<file path="src/rtl/tl_execute_md.sv">
// MIPS execute stage: forwarding muxes, ALU, branch-target adder, RegDst mux and an
// iterative multiply/divide unit with HI/LO. EX/MEM register and MD FSM advance on negedge.
module tl_execute_md #(
  parameter int LEN                  = 32,
  parameter int NB_ADDRESS_REGISTROS = 5,
  parameter int NB_ALU_CONTROL       = 4,
  parameter int NB_CTRL_WB           = 2,
  parameter int NB_CTRL_MEM          = 9,
  parameter int NB_CTRL_EX           = 8
) (
  input  logic                            i_clk,
  input  logic                            i_rst,
  input  logic                            i_valid,
  input  logic [LEN-1:0]                  i_adder_id,
  input  logic [LEN-1:0]                  i_dato1,
  input  logic [LEN-1:0]                  i_dato2,
  input  logic [LEN-1:0]                  i_sign_extend,
  input  logic [LEN-1:0]                  i_fwd_mem,
  input  logic [LEN-1:0]                  i_fwd_wb,
  input  logic [1:0]                      i_fwd_a_sel,
  input  logic [1:0]                      i_fwd_b_sel,
  input  logic [NB_CTRL_WB-1:0]           i_ctrl_wb,
  input  logic [NB_CTRL_MEM-1:0]          i_ctrl_mem,
  input  logic [NB_CTRL_EX-1:0]           i_ctrl_ex,
  input  logic                            i_md_start,
  input  logic [1:0]                      i_md_op,
  input  logic [1:0]                      i_md_read,
  input  logic [NB_ADDRESS_REGISTROS-1:0] i_rd,
  input  logic [NB_ADDRESS_REGISTROS-1:0] i_rt,
  input  logic [4:0]                      i_shamt,
  output logic                            o_stall,
  output logic                            o_md_busy,
  output logic                            o_valid,
  output logic                            o_alu_zero,
  output logic [NB_ADDRESS_REGISTROS-1:0] o_write_reg,
  output logic [NB_CTRL_WB-1:0]           o_ctrl_wb,
  output logic [NB_CTRL_MEM-1:0]          o_ctrl_mem,
  output logic [LEN-1:0]                  o_add_execute,
  output logic [LEN-1:0]                  o_alu_result,
  output logic [LEN-1:0]                  o_dato2
);

  localparam int NB_CNT = $clog2(LEN + 1);
  localparam int NB_SH  = $clog2(LEN);

  localparam logic [NB_ALU_CONTROL-1:0] ALU_AND  = 4'b0000;
  localparam logic [NB_ALU_CONTROL-1:0] ALU_OR   = 4'b0001;
  localparam logic [NB_ALU_CONTROL-1:0] ALU_ADD  = 4'b0010;
  localparam logic [NB_ALU_CONTROL-1:0] ALU_XOR  = 4'b0011;
  localparam logic [NB_ALU_CONTROL-1:0] ALU_SLL  = 4'b0100;
  localparam logic [NB_ALU_CONTROL-1:0] ALU_SRL  = 4'b0101;
  localparam logic [NB_ALU_CONTROL-1:0] ALU_SUB  = 4'b0110;
  localparam logic [NB_ALU_CONTROL-1:0] ALU_SLT  = 4'b0111;
  localparam logic [NB_ALU_CONTROL-1:0] ALU_SRA  = 4'b1000;
  localparam logic [NB_ALU_CONTROL-1:0] ALU_SLTU = 4'b1001;
  localparam logic [NB_ALU_CONTROL-1:0] ALU_LUI  = 4'b1010;
  localparam logic [NB_ALU_CONTROL-1:0] ALU_NOR  = 4'b1100;

  typedef enum logic [1:0] {MD_IDLE, MD_BUSY, MD_FIX} md_state_e;

  // ---------------- operand selection / ALU ----------------
  logic [LEN-1:0] fwd_a, fwd_b, alu_a, alu_b, alu_res, ex_result;
  logic [NB_ALU_CONTROL-1:0] alu_op;
  logic unused_ctrl_ex;

  assign unused_ctrl_ex = i_ctrl_ex[4];
  assign alu_op = i_ctrl_ex[NB_ALU_CONTROL-1:0];

  always_comb begin
    case (i_fwd_a_sel)
      2'b01:   fwd_a = i_fwd_mem;
      2'b10:   fwd_a = i_fwd_wb;
      default: fwd_a = i_dato1;
    endcase
    case (i_fwd_b_sel)
      2'b01:   fwd_b = i_fwd_mem;
      2'b10:   fwd_b = i_fwd_wb;
      default: fwd_b = i_dato2;
    endcase
  end

  assign alu_a = i_ctrl_ex[6] ? {{(LEN-5){1'b0}}, i_shamt} : fwd_a;
  assign alu_b = i_ctrl_ex[5] ? i_sign_extend : fwd_b;

  // Shifts move B by A, so shamt (ALUSrc1) and variable shifts share one path.
  always_comb begin
    alu_res = '0;
    case (alu_op)
      ALU_AND:  alu_res = alu_a & alu_b;
      ALU_OR:   alu_res = alu_a | alu_b;
      ALU_ADD:  alu_res = alu_a + alu_b;
      ALU_XOR:  alu_res = alu_a ^ alu_b;
      ALU_SLL:  alu_res = alu_b << alu_a[NB_SH-1:0];
      ALU_SRL:  alu_res = alu_b >> alu_a[NB_SH-1:0];
      ALU_SUB:  alu_res = alu_a - alu_b;
      ALU_SLT:  alu_res = {{(LEN-1){1'b0}}, $signed(alu_a) < $signed(alu_b)};
      ALU_SRA:  alu_res = $unsigned($signed(alu_b) >>> alu_a[NB_SH-1:0]);
      ALU_SLTU: alu_res = {{(LEN-1){1'b0}}, alu_a < alu_b};
      ALU_LUI:  alu_res = {alu_b[LEN/2-1:0], {(LEN/2){1'b0}}};
      ALU_NOR:  alu_res = ~(alu_a | alu_b);
      default:  alu_res = '0;
    endcase
  end

  // ---------------- multiply / divide ----------------
  md_state_e         state_q;
  logic [NB_CNT-1:0] cnt_q;
  logic [LEN-1:0]    acc_q, low_q, opb_q, hi_q, lo_q;
  logic              div_q, negq_q, negr_q, div0_q;

  logic           md_rd_lo, md_rd_hi, md_go, bubble;
  logic           sa, sb;
  logic [LEN-1:0] abs_a, abs_b;
  logic [LEN:0]   mul_sum, div_shift, div_diff;
  logic [2*LEN-1:0] prod_fix;
  logic [LEN-1:0] quo_fix, rem_fix;

  assign o_md_busy = (state_q != MD_IDLE);
  assign md_rd_lo  = (i_md_read == 2'b01);
  assign md_rd_hi  = (i_md_read == 2'b10);
  assign o_stall   = o_md_busy & i_valid & (i_md_start | md_rd_lo | md_rd_hi);
  assign md_go     = i_valid & i_md_start & ~o_md_busy;

  assign sa    = i_md_op[0] & fwd_a[LEN-1];
  assign sb    = i_md_op[0] & fwd_b[LEN-1];
  assign abs_a = sa ? -fwd_a : fwd_a;
  assign abs_b = sb ? -fwd_b : fwd_b;

  // acc_q: upper product / partial remainder; low_q: multiplier / dividend -> quotient.
  assign mul_sum   = {1'b0, acc_q} + (low_q[0] ? {1'b0, opb_q} : {(LEN+1){1'b0}});
  assign div_shift = {acc_q, low_q[LEN-1]};
  assign div_diff  = div_shift - {1'b0, opb_q};

  assign prod_fix = negq_q ? -{acc_q, low_q} : {acc_q, low_q};
  assign quo_fix  = div0_q ? {LEN{1'b1}} : (negq_q ? -low_q : low_q);
  assign rem_fix  = negr_q ? -acc_q : acc_q;

  always_ff @(negedge i_clk or negedge i_rst) begin
    if (!i_rst) begin
      state_q <= MD_IDLE;
      cnt_q   <= '0;
      acc_q   <= '0;
      low_q   <= '0;
      opb_q   <= '0;
      hi_q    <= '0;
      lo_q    <= '0;
      div_q   <= 1'b0;
      negq_q  <= 1'b0;
      negr_q  <= 1'b0;
      div0_q  <= 1'b0;
    end else begin
      case (state_q)
        MD_IDLE: if (md_go) begin
          state_q <= MD_BUSY;
          cnt_q   <= NB_CNT'(LEN);
          acc_q   <= '0;
          div_q   <= i_md_op[1];
          negq_q  <= sa ^ sb;
          negr_q  <= sa;
          div0_q  <= i_md_op[1] & (fwd_b == '0);
          low_q   <= i_md_op[1] ? abs_a : abs_b;
          opb_q   <= i_md_op[1] ? abs_b : abs_a;
        end
        MD_BUSY: begin
          if (div_q) begin
            // Restoring step: keep the subtraction only when it did not borrow.
            if (!div_diff[LEN]) begin
              acc_q <= div_diff[LEN-1:0];
              low_q <= {low_q[LEN-2:0], 1'b1};
            end else begin
              acc_q <= div_shift[LEN-1:0];
              low_q <= {low_q[LEN-2:0], 1'b0};
            end
          end else begin
            acc_q <= mul_sum[LEN:1];
            low_q <= {mul_sum[0], low_q[LEN-1:1]};
          end
          cnt_q <= cnt_q - 1'b1;
          if (cnt_q == NB_CNT'(1)) state_q <= MD_FIX;
        end
        MD_FIX: begin
          if (div_q) begin
            lo_q <= quo_fix;
            hi_q <= rem_fix;
          end else begin
            lo_q <= prod_fix[LEN-1:0];
            hi_q <= prod_fix[2*LEN-1:LEN];
          end
          state_q <= MD_IDLE;
        end
        default: state_q <= MD_IDLE;
      endcase
    end
  end

  // ---------------- EX/MEM register ----------------
  assign ex_result = md_rd_lo ? lo_q : (md_rd_hi ? hi_q : alu_res);
  // MD issue itself writes nothing, so it leaves as a bubble like a stalled slot.
  assign bubble    = o_stall | (i_valid & i_md_start);

  always_ff @(negedge i_clk or negedge i_rst) begin
    if (!i_rst) begin
      o_valid       <= 1'b0;
      o_alu_zero    <= 1'b0;
      o_write_reg   <= '0;
      o_ctrl_wb     <= '0;
      o_ctrl_mem    <= '0;
      o_add_execute <= '0;
      o_alu_result  <= '0;
      o_dato2       <= '0;
    end else if (bubble) begin
      o_valid       <= 1'b0;
      o_alu_zero    <= 1'b0;
      o_write_reg   <= '0;
      o_ctrl_wb     <= '0;
      o_ctrl_mem    <= '0;
      o_add_execute <= '0;
      o_alu_result  <= '0;
      o_dato2       <= '0;
    end else begin
      o_valid       <= i_valid;
      o_alu_zero    <= (alu_res == '0);
      o_write_reg   <= i_ctrl_ex[7] ? i_rd : i_rt;
      o_ctrl_wb     <= i_ctrl_wb;
      o_ctrl_mem    <= i_ctrl_mem;
      o_add_execute <= i_adder_id + i_sign_extend;
      o_alu_result  <= ex_result;
      o_dato2       <= fwd_b;
    end
  end

endmodule

</file>
<file path="config.mk">
export PLATFORM = sky130hd
export DESIGN_NAME = tl_execute_md
export DESIGN_NICKNAME = d
export VERILOG_FILES = /design/src/rtl/tl_execute_md.sv
export SDC_FILE = /design/constraint.sdc
export NUM_CORES = 2
export LEC_CHECK = 0
export BUFFER_PORTS_ARGS = -buffer_cell sky130_fd_sc_hd__buf_2
export CAP_MARGIN = 20
export CORE_UTILIZATION = 40
export DETAILED_ROUTE_END_ITERATION = 12
export PLACE_DENSITY = 0.64
export SETUP_SLACK_MARGIN = 0.02
export SYNTH_ARGS = -nofsm -noshare
export SYNTH_HDL_FRONTEND = slang
export SYNTH_SLANG_ARGS = --single-unit
export TNS_END_PERCENT = 100
</file>
<file path="constraint.sdc">
create_clock -name i_clk -period 5.85 [get_ports i_clk]
set_input_delay 0.585 -clock i_clk [delete_from_list [all_inputs] [get_ports i_clk]]
set_output_delay 0.585 -clock i_clk [all_outputs]
set_load 0.03 [all_outputs]
</file>
==> metrics <==
CTS Buf Count 35; H-tree depth 2; count leader, synth nor2_1; worst hold stages 1; crit start category input pin; CP max FO 6; Post-DP HPWL about 140000 um; Tightest Pin Transition between 1 and 1.5 ns; Max clock buf depth 3; final setup vio count 66; Post-synth top cells nor2_1, a21oi_1, nand2_1; layout cells sized above 1 38.2%; largest family of logic cells by synthesized area compound AO/OA/AOI/OAI gates; initial antenna violation count 23; Syn Nets roughly 4600; CORE AREA 77500 um^2; vias per std cell between 6 and 7; final RePlAce weighted congestion ~1.1; dpl cells 6299; vias in the first global route 36800; number of synthesized flops with an enable pin 0; I/O pins around 350; Worst Path Required 3.49 ns; initial drt markers 4791; P_sw around 8900 uW; root buffer cell clkbuf_16; compound-gate portion of the synthesized area 30.5%; global-route wire length before repair between 200000 and 250000 um; ys async rst share 100%; worst-case reg-to-reg path depth 17; hold buffer count at CTS 0; Worst R2R Start low_q[0]; Vias 39400; Hold Path Sink cnt_q[5]; number of port buffers 352; area of the multi-input gates 25200 um^2; Die Ht 282 um; Synth area leaders dfrtn_1, ha_1, mux2i_1, nor2_1, a21oi_1; Pint 9230 uW; crit path kind input pin to register; Switching Share between 40 and 50%; Mapped Avg Cell Area 7.59 um^2; gr usage total 42.5%; Post-Synth XOR/XNOR Area a little under 6%; Yosys top cell area share 22.9%; Setup crit end kind register; Synth area leader dfrtn_1; mux contribution to synthesized area 6.72%; wire per inst 26.8 um; yosys warns 0; Die ar. 79400 um^2; post-place setup slack -3.19 ns; pwr dens 386 nW/um^2; largest net degree at the start of global routing 114; grt ovf 0; Setup Total Neg Slack -47.96 ns; Pre-antenna DRT Iters 7; FF+latch area 7160 um^2; outcome finished, violations left; final hold violation count 0; failing checks negative setup slack; Sequential Power Share 19.5%; post-layout worst setup margin -2.17 ns; CTS tree built; final wirelength 174000 um; Post-Synth Simple-Gate Area approximately a fifth; Cell Count, Final, Fillers Out 6473; Pleak 0.0219 uW; ys flop type dfrtn_1; Clk network pwr share about 14%; setup repair after global routing missed its margin yes; clk_skew around 0.031 ns; DRC Markers 0; area growth from synthesis to layout 49.9%; Slew Limit Fails 0; Mapped Cells a little over 4000; ANT nets after route 0; Die Width 282 um; site row count 102; Comb power frac 66.7%; Mapped Area 31300 um^2; Max Cap Viol 0; VDD IR max 446 uV; clk sinks 286; r2r endpoint acc_q[30]; Worst Min Path Start cnt_q[5]; post-synthesis register bit count 286; adder-cell share of the synthesized area under 10%; Crit path arrival time between 5 and 6 ns; R2R Setup Slk 0.88 ns; Worst Hold Class register to register; NumNets Final 5833; Worst-path clk slew 0.04 ns; Cell variety after synth 92; initial core utilization 40.4%; Fillers 7023; Slew Limit Headroom 25.7%; Seq/Total Area, Yosys between 20% and 30%; worst-skew pair later-pin latency 0.58 ns
[how the worst max path moves through the flow]
stage / startpoint / end / slack (ns) / depth (start not counted)
6_report: i_fwd_b_sel[0] / o_alu_zero / -2.17 / 23
5_1_grt: i_fwd_a_sel[0] / o_alu_zero / -2.30 / 24
4_1_cts: i_fwd_a_sel[1] / o_alu_zero / -2.03 / 23
3_5_place_dp: i_fwd_b_sel[0] / o_alu_zero / -3.19 / 23
3_3_place_gp: i_fwd_b_sel[0] / o_alu_zero / -3.27 / 22
2_1_floorplan: i_fwd_a_sel[1] / o_alu_zero / -2.60 / 23
[cell families after synthesis]
| kind of cell | Yosys count |
|---|---|
| compound gates | 1430 |
| flops | 286 |
| xor+xnor | 212 |
| simple gates | 1336 |
| mux | 208 |
| buf+inv | 448 |
| fa+ha+maj | 207 |
[power by group through the flow]
stage               combinational, uW  sequential, uW  clock [uW]
global route                    12900            3590        2600
floorplan                        6770            3440           0
CTS                             11500            3490        2530
finish                          12100            3530        2500
detailed placement              11100            3510           0
global placement                11000            3490           0
[placed cells by master (no fill, tap or decap), drive strengths merged, types with 38 or more instances in the layout]
master  instances
a211oi        121
a21o           59
a21oi         352
a221o          38
a22o           43
a22oi          52
buf          1504
clkbuf         47
dfrtn         286
ha            202
inv           164
mux2i         194
nand2         350
nand2b        102
nand3          71
nor2          490
nor3           75
o211ai         50
o21ai         349
or3            40
xnor2         103
xor2          109
[worst max-delay path: stages]
cell,delay (ns)
buf_12,0.11
inv_8,0.03
ha_4,0.33
nor2_4,0.06
a221oi_4,0.47
buf_6,0.19
ha_4,0.13
inv_2,0.03
fa_2,0.34
nor2b_2,0.14
o31a_1,0.27
buf_6,0.15
o221a_4,0.24
o211ai_1,0.12
buf_4,0.15
nand3_1,0.08
a32oi_1,0.12
a211o_1,0.27
nor4bb_2,0.32
nand4_1,0.21
or4_4,0.55
or4_4,0.51
nor4b_4,0.22
[through the flow]
stage,instance area [um^2],total power (uW),hold slack [ns],utilization (%)
floorplan,32400,10200,0.381,-
global placement,42200,14500,0.402,54.5
detailed placement,42300,14600,0.410,54.6
CTS,45700,17600,0.411,59.0
global route,46900,19100,0.428,60.6
finish,46900,18100,0.416,60.6
[repair_timing]
| item | 4_1_cts | 5_1_grt |
|---|---|---|
| hold endpoints to repair | 0 | 0 |
| buffers inserted | 67 | 37 |
| pin swaps | 123 | 100 |
| setup endpoints to repair | 103 | 94 |
| resized for setup | 347 | 205 |
| gates cloned | 2 | 2 |
[layout make-up]
| type | instances | area share, % |
|---|---|---|
| diodes | 22 | 0.117 |
| clock buffers | 45 | 2.07 |
| clock inverters | 15 | 0.682 |
| inverters | 165 | 1.37 |
| multi-input cells | 3393 | 53.6 |
| flip-flops and latches | 286 | 15.2 |
| well taps | 1040 | 2.77 |
| repair buffers | 1507 | 24.1 |
[layer usage]
metal	share of wire, %	vias to the layer above	wire length [um]	track usage, %
met5	0.026	-	45	0
met3	9.5	431	16400	7.01
li1	-	17700	-	-
met1	41	19100	71800	57.7
met2	43	2153	74600	64.3
met4	6.2	6	10700	22.8
Note: power is estimated with default switching activity, not from simulation.
